**config.mk**
```make
export PLATFORM = sky130hd
export DESIGN_NAME = mcu_debug_controller
export DESIGN_NICKNAME = d
export VERILOG_FILES = /design/src/rtl/debug_pkg.sv /design/src/rtl/dbg_bp_unit.sv /design/src/rtl/mcu_debug_controller.sv
export SDC_FILE = /design/constraint.sdc
export NUM_CORES = 1
export LEC_CHECK = 0
export CORE_AREA = 10 10 147 149
export DETAILED_ROUTE_END_ITERATION = 8
export DIE_AREA = 0 0 157 159
export PLACE_DENSITY = 0.77
export SYNTH_ARGS = -nofsm -noshare
export SYNTH_HDL_FRONTEND = slang
export SYNTH_HIERARCHICAL = 1
export SYNTH_SLANG_ARGS = --single-unit
```
**constraint.sdc**
```tcl
create_clock -name clk -period 1.6 [get_ports clk]
set_input_delay 0.24 -clock clk [delete_from_list [all_inputs] [get_ports clk]]
set_output_delay 0.24 -clock clk [all_outputs]
set_load 0.02 [all_outputs]
```
**src/rtl/debug_pkg.sv**
```systemverilog
// Shared definitions for the MCU debug controller: command codes, FSM states
// and the constants used to build reply words.
package debug_pkg;

  typedef enum logic [3:0] {
    CMD_NOP       = 4'h0,
    CMD_PAUSE     = 4'h1,
    CMD_RESUME    = 4'h2,
    CMD_STATUS    = 4'h3,
    CMD_MCU_RESET = 4'h4,
    CMD_MEM_RD    = 4'h5,
    CMD_MEM_WR    = 4'h6,
    CMD_REG_RD    = 4'h7,
    CMD_REG_WR    = 4'h8,
    CMD_BP_SET    = 4'h9,
    CMD_BP_CLR    = 4'hA
  } cmd_e;

  typedef enum logic [2:0] {
    S_IDLE,
    S_EXEC,
    S_PAUSE_WAIT,
    S_MEM_WAIT,
    S_REG_CAP,
    S_DONE
  } state_e;

  // Reply word returned when a memory access never completes.
  localparam logic [31:0] DBG_ERR_WORD    = 32'hDEAD_DEAD;
  localparam int          DBG_MEM_TIMEOUT = 255;

endpackage

```
**src/rtl/dbg_bp_unit.sv**
```systemverilog
// PC breakpoint slots: address registers, valid bits and PC comparators.
// Only present when DBG_BREAKPOINT_EN is defined.
module dbg_bp_unit #(
  parameter int NUM_BP = 4
) (
  input  logic        clk,
  input  logic        rst_n,
  input  logic        set_en,
  input  logic        clr_en,
  input  logic        clr_all,
  input  logic [2:0]  idx,
  input  logic [31:0] addr,
  input  logic [31:0] pc,
  output logic        hit
);

  logic [NUM_BP-1:0][31:0] slot_q, slot_d;
  logic [NUM_BP-1:0]       valid_q, valid_d;

  // Slot write/invalidate; the caller guarantees idx is in range.
  always_comb begin
    slot_d  = slot_q;
    valid_d = valid_q;
    for (int i = 0; i < NUM_BP; i++) begin
      if (set_en && idx == 3'(i)) begin
        slot_d[i]  = addr;
        valid_d[i] = 1'b1;
      end
      if (clr_en && (clr_all || idx == 3'(i))) valid_d[i] = 1'b0;
    end
  end

  // Slot state registers.
  always_ff @(posedge clk or negedge rst_n) begin
    if (!rst_n) begin
      slot_q  <= '0;
      valid_q <= '0;
    end else begin
      slot_q  <= slot_d;
      valid_q <= valid_d;
    end
  end

  // Any valid slot matching the current PC.
  always_comb begin
    hit = 1'b0;
    for (int i = 0; i < NUM_BP; i++)
      if (valid_q[i] && slot_q[i] == pc) hit = 1'b1;
  end

endmodule

```
**src/rtl/mcu_debug_controller.sv**
```systemverilog
// Debug command executor between the serial front end and the MCU debug ports.
// Optional PC breakpoints are compiled in with DBG_BREAKPOINT_EN.
module mcu_debug_controller
  import debug_pkg::*;
#(
  parameter int MEM_TIMEOUT = DBG_MEM_TIMEOUT,
  parameter int NUM_BP      = 4
) (
  input  logic        clk,
  input  logic        reset,
  input  logic [3:0]  cmd,
  input  logic [31:0] addr,
  input  logic [31:0] d_in,
  input  logic        out_valid,
  output logic        ctrlr_busy,
  output logic [31:0] d_rd,
  output logic        error,
  output logic        mcu_pause,
  input  logic        mcu_paused,
  output logic        mcu_reset,
  input  logic [31:0] mcu_pc,
  output logic [31:0] mem_addr,
  output logic [31:0] mem_din,
  output logic        mem_rd,
  output logic        mem_we,
  input  logic        mem_ack,
  input  logic [31:0] mem_dout,
  output logic [4:0]  reg_addr,
  output logic [31:0] reg_din,
  output logic        reg_we,
  input  logic [31:0] reg_dout
);

  localparam logic [7:0] TO_LAST = 8'(MEM_TIMEOUT - 1);
  localparam logic [7:0] TO_SAT  = 8'(MEM_TIMEOUT);

  state_e      state_q, state_d;
  cmd_e        cmd_q, cmd_d;
  logic [31:0] addr_q, addr_d, din_q, din_d;
  logic [31:0] res_q, res_d, d_rd_q, d_rd_d;
  logic [7:0]  cnt_q, cnt_d;
  logic        busy_q, busy_d, rerr_q, rerr_d, err_q, err_d;
  logic        pause_q, pause_d;
  logic        exec, bp_hit;

`ifdef DBG_BREAKPOINT_EN
  logic bp_hit_q, bp_hit_d, bp_match, slot_ok, clr_all;
  assign bp_hit  = bp_hit_q;
  assign slot_ok = int'(din_q[2:0]) < NUM_BP;
  assign clr_all = din_q == 32'hFFFF_FFFF;

  dbg_bp_unit #(.NUM_BP(NUM_BP)) u_bp (
    .clk    (clk),
    .rst_n  (reset),
    .set_en (exec && cmd_q == CMD_BP_SET && slot_ok),
    .clr_en (exec && cmd_q == CMD_BP_CLR && (slot_ok || clr_all)),
    .clr_all(clr_all),
    .idx    (din_q[2:0]),
    .addr   (addr_q),
    .pc     (mcu_pc),
    .hit    (bp_match)
  );
`else
  logic unused_pc;
  localparam int unused_num_bp = NUM_BP;
  assign unused_pc = ^mcu_pc;
  assign bp_hit    = 1'b0;
`endif

  // Bus/port pulses are issued only from S_EXEC and only with the MCU halted.
  assign exec       = state_q == S_EXEC;
  assign mem_rd     = exec && cmd_q == CMD_MEM_RD && mcu_paused;
  assign mem_we     = exec && cmd_q == CMD_MEM_WR && mcu_paused;
  assign reg_we     = exec && cmd_q == CMD_REG_WR && mcu_paused;
  assign mcu_reset  = exec && cmd_q == CMD_MCU_RESET;
  assign mem_addr   = addr_q;
  assign mem_din    = din_q;
  assign reg_addr   = addr_q[4:0];
  assign reg_din    = din_q;
  assign mcu_pause  = pause_q;
  assign ctrlr_busy = busy_q;
  assign d_rd       = d_rd_q;
  assign error      = err_q;

  // Command FSM: result/error are staged in res/rerr and published in S_DONE.
  always_comb begin
    state_d = state_q;
    cmd_d   = cmd_q;
    addr_d  = addr_q;
    din_d   = din_q;
    res_d   = res_q;
    rerr_d  = rerr_q;
    d_rd_d  = d_rd_q;
    err_d   = err_q;
    cnt_d   = cnt_q;
    busy_d  = busy_q;
    pause_d = pause_q;
`ifdef DBG_BREAKPOINT_EN
    bp_hit_d = bp_hit_q;
`endif
    case (state_q)
      S_IDLE: if (out_valid) begin
        cmd_d   = cmd_e'(cmd);
        addr_d  = addr;
        din_d   = d_in;
        busy_d  = 1'b1;
        state_d = S_EXEC;
      end
      S_EXEC: begin
        state_d = S_DONE;
        res_d   = '0;
        rerr_d  = 1'b0;
        cnt_d   = '0;
        case (cmd_q)
          CMD_NOP, CMD_MCU_RESET: ;
          CMD_PAUSE: begin
            pause_d = 1'b1;
            state_d = S_PAUSE_WAIT;
          end
          CMD_RESUME: begin
            pause_d = 1'b0;
`ifdef DBG_BREAKPOINT_EN
            bp_hit_d = 1'b0;
`endif
          end
          CMD_STATUS: res_d = {29'b0, bp_hit, pause_q, mcu_paused};
          CMD_MEM_RD, CMD_MEM_WR:
            if (!mcu_paused) rerr_d = 1'b1;
            else             state_d = S_MEM_WAIT;
          CMD_REG_RD:
            if (!mcu_paused) rerr_d = 1'b1;
            else             state_d = S_REG_CAP;
          CMD_REG_WR:
            if (!mcu_paused) rerr_d = 1'b1;
            else             res_d = din_q;
`ifdef DBG_BREAKPOINT_EN
          CMD_BP_SET: rerr_d = !slot_ok;
          CMD_BP_CLR: rerr_d = !(slot_ok || clr_all);
`endif
          default: rerr_d = 1'b1;
        endcase
      end
      S_PAUSE_WAIT:
        if (mcu_paused) begin
          res_d   = 32'd1;
          state_d = S_DONE;
        end else if (cnt_q >= TO_LAST) begin
          rerr_d  = 1'b1;
          state_d = S_DONE;
        end else begin
          cnt_d = (cnt_q == TO_SAT) ? cnt_q : cnt_q + 8'd1;
        end
      // An ack in the final counted cycle still wins over the timeout.
      S_MEM_WAIT:
        if (mem_ack) begin
          res_d   = (cmd_q == CMD_MEM_RD) ? mem_dout : din_q;
          state_d = S_DONE;
        end else if (cnt_q >= TO_LAST) begin
          rerr_d  = 1'b1;
          res_d   = DBG_ERR_WORD;
          state_d = S_DONE;
        end else begin
          cnt_d = (cnt_q == TO_SAT) ? cnt_q : cnt_q + 8'd1;
        end
      S_REG_CAP: begin
        res_d   = reg_dout;
        state_d = S_DONE;
      end
      S_DONE: begin
        d_rd_d  = res_q;
        err_d   = rerr_q;
        busy_d  = 1'b0;
        state_d = S_IDLE;
      end
      default: state_d = S_IDLE;
    endcase
`ifdef DBG_BREAKPOINT_EN
    // Breakpoint hit while running halts the MCU and latches the sticky flag.
    if (bp_match && !pause_q) begin
      pause_d  = 1'b1;
      bp_hit_d = 1'b1;
    end
`endif
  end

  // State registers; reset aborts any transaction in flight.
  always_ff @(posedge clk or negedge reset) begin
    if (!reset) begin
      state_q <= S_IDLE;
      cmd_q   <= CMD_NOP;
      addr_q  <= '0;
      din_q   <= '0;
      res_q   <= '0;
      rerr_q  <= 1'b0;
      d_rd_q  <= '0;
      err_q   <= 1'b0;
      cnt_q   <= '0;
      busy_q  <= 1'b0;
      pause_q <= 1'b0;
`ifdef DBG_BREAKPOINT_EN
      bp_hit_q <= 1'b0;
`endif
    end else begin
      state_q <= state_d;
      cmd_q   <= cmd_d;
      addr_q  <= addr_d;
      din_q   <= din_d;
      res_q   <= res_d;
      rerr_q  <= rerr_d;
      d_rd_q  <= d_rd_d;
      err_q   <= err_d;
      cnt_q   <= cnt_d;
      busy_q  <= busy_d;
      pause_q <= pause_d;
`ifdef DBG_BREAKPOINT_EN
      bp_hit_q <= bp_hit_d;
`endif
    end
  end

endmodule

```
==> out/qor.txt <==
CTS tree: built
Clk_lat worst skew: 0.43 ns
CP Launch Point: state_q[2]
Final period util: 122%
Pin count of the biggest net entering global routing: 50
Synthesized area per cell: 12.0 sq um
Failing checks: setup timing
Fin nets: 1130
Adder-Cell Fraction of Synth Area: 0.351%
Clock Tree Buf Depth: 2
Synth Flop Type: dfrtp_1
Hold Fails Final Rpt: 0
Synth top area share: 51.6%
Via/cell ratio: 5.45
Largest family of logic cells by synthesized area: multiplexers
Global-route wire length before repair: 42600 um
Power density cells: 2170 mW/mm^2
Worst path slowest cell: dfrtp_1
Simple-gate portion of the synthesized area: 7.40%
Clock Root Buffer: clkbuf_16
Routed vias: 6582
Skew final: 0.0130 ns
Worst hold-check path type: primary input to asynchronous set/reset pin
Top cells by area, synth: dfrtp_1, mux2_2, buf_4
Yosys warning total: 6
Max-cap violations: 0
Setup slack, reg-to-reg: -0.34 ns
Cell Chain, Critical Path: buf_6 -> buf_12 -> buf_4 -> nand2b_4 -> nor4_4 -> buf_4 -> nor2_4 -> a31o_2
Detailed placement HPWL: 18300 um
Cell row count: 50
DRT Pass-1 Iters: 4
Post-synthesis mux area share: 19.5%
Grt total ovfl: 0
Yosys top cell by area: dfrtp_1
Final worst slack: -0.344 ns
Endpoint class of the critical path: flip-flop
Number of global-route vias before repair: 7162
Die footprint: 0.0250 sq mm
Initial antenna violation count: 1
Seq/Total Area, Yosys: 51.6%
Setup TNS: -34.71 ns
Total wire length: 30100 um
CP max stage delay: 0.42 ns
Routed Antenna Nets: 0
Slew @ Worst Pin: 0.401 ns
Leak: 0.00571 uW
RSZ-0062 raised after global routing: true
Post-synth EDFFs: 0
Asr flop ratio synth: 100%
Arrival @ worst endpoint: 2.25 ns
Total power: 28200 uW
Layout area overhead: 82.0%
Crit Path Class: flip-flop to flip-flop
Fraction of layout cells with a size suffix above 1: 43.6%
Drt drc: 0
Reg clk slew, reported paths: 0.06 ns
Post-synthesis compound-gate area fraction: 13.7%
Final GP Congestion: 0.825
Final Critical Period: 1.94 ns
Worst VDD drop: 1410 uV
Starting Density: 38.4%
GRT Util Overall: 22.2%
Depth of the CTS H-tree: 4
Core ar.: 0.0186 sq mm
Max Transition Viols Final: 0
Reg2reg start: state_q[2]
Synth Area in XOR/XNOR: 0%
Largest delay share family, worst path: simple AND/OR/NAND/NOR gates
Routed WL per cell: 25.0 um
DR iter-0 viols: 323
Die Width: 157 um
Count leader, synth: dfrtp_1
CTS Sinks: 147
Startpoint class of the critical path: flip-flop
Fmax achieved: 514 MHz
Worst-path fanout max: 8
WP data required: 1.91 ns
Boundary Pins: 309
Synth top cells by count: dfrtp_1, mux2_2, buf_4
Synthesized instance count: 594
Status: finished with violations
Bufs and invs on worst path: 4
Synthesized net count: 765
Mapped cell area: 0.00713 sq mm
Synth Register Bits: 147
# setup viols final: 149
Netlist cell types: 54
CTS buffer count: 17
Die Ht: 159 um
Port Buffer Count: 276
Slew headroom: 72.9%
CP most frequent cell: buf_4
==> where the power goes <==
group	internal, uW	switching [uW]
clock network	2280	1630
logic	9000	8210
registers	5590	1530
==> worst paths after layout <==
| kind | end | cells after the start |
|---|---|---|
| max | cnt_q[2] | 8 |
| min | mem_addr[13] | 2 |
| max reg2reg | cnt_q[2] | 8 |
| min reg2reg | ctrlr_busy | 1 |
| max in group asynchronous | d_rd[23] | 3 |
| min in group clk | cmd_q[0] | 3 |
==> per-stage QoR <==
step | cells | util, % | area (sq um) | hold slack [ns] | setup WS [ns]
2_1_floorplan | 594 | - | 7240 | -0.0556 | -0.0898
3_3_place_gp | 1105 | 56.7 | 10500 | 0.157 | -0.413
3_5_place_dp | 1105 | 56.7 | 10500 | 0.158 | -0.442
4_1_cts | 1183 | 66.1 | 12300 | 0.272 | -0.344
5_1_grt | 1207 | 69.9 | 13000 | 0.277 | -0.398
6_report | 1207 | 69.9 | 13000 | 0.270 | -0.344
==> repair_timing <==
item | CTS | global route
hold buffers | 1 | 0
hold endpoints to repair | 30 | 0
buffers inserted | 31 | 26
resized for setup | 343 | 119
setup endpoints to repair | 283 | 153
pin swaps | 80 | 42
cloned | 14 | 8
==> state kept, by name (all words and copies together) (netlist names) <==
name and flops:
cmd_q 4, cnt_q 8, ctrlr_busy 1, d_rd 32, error 1, mcu_pause 1
mem_addr 32, mem_din 32, rerr_q 1, res_q 32, state_q 3
==> routing by layer <==
| metal | global-route usage (%) | wire length [um] |
|---|---|---|
| met1 | 24.2 | 11100 |
| met5 | 0 | 0 |
| met2 | 38.1 | 15400 |
| met4 | 6.57 | 629 |
| met3 | 9.44 | 3020 |
==> layout make-up <==
class / count / area, sq um
inverters: 4 / 15.0
repair buffers: 425 / 4500
well taps: 234 / 293
multi-input cells: 364 / 3920
clock inverters: 10 / 97.6
clock buffers: 22 / 474
fillers: 1293 / 5600
flip-flops and latches: 147 / 3680
diodes: 1 / 2.50
==> placed cells by master, fill, tap and decap left out, drive strengths merged, types with 2 or more instances in the layout <==
cell / n
dfrtp: 147
buf: 146
clkdlybuf4s50: 135
dlygate4sd2: 135
mux2: 120
a21oi: 41
nand2: 34
a31oi: 32
a22oi: 31
clkbuf: 30
o21ai: 19
nand2b: 7
nor2: 7
inv: 7
o31ai: 6
nor3: 6
o21bai: 5
nand3: 5
mux2i: 4
nor4: 4
nor3b: 3
or4: 3
clkinvlp: 3
nor4b: 3
and3b: 3
clkinv: 3
nand3b: 2
a31o: 2
o311ai: 2
and3: 2
nor2b: 2
ha: 2
==> cell families (layout without fill, tap and decap cells) <==
group / after synthesis / in the layout
AO/OA/AOI/OAI: 149 / 149
adder cells (fa/ha/maj): 2 / 2
buffers and inverters: 83 / 461
flip-flops: 147 / 147
multiplexers: 124 / 124
other: 0 / 1
AND/OR/NAND/NOR: 89 / 89
Power figures use the tool's default switching activity.
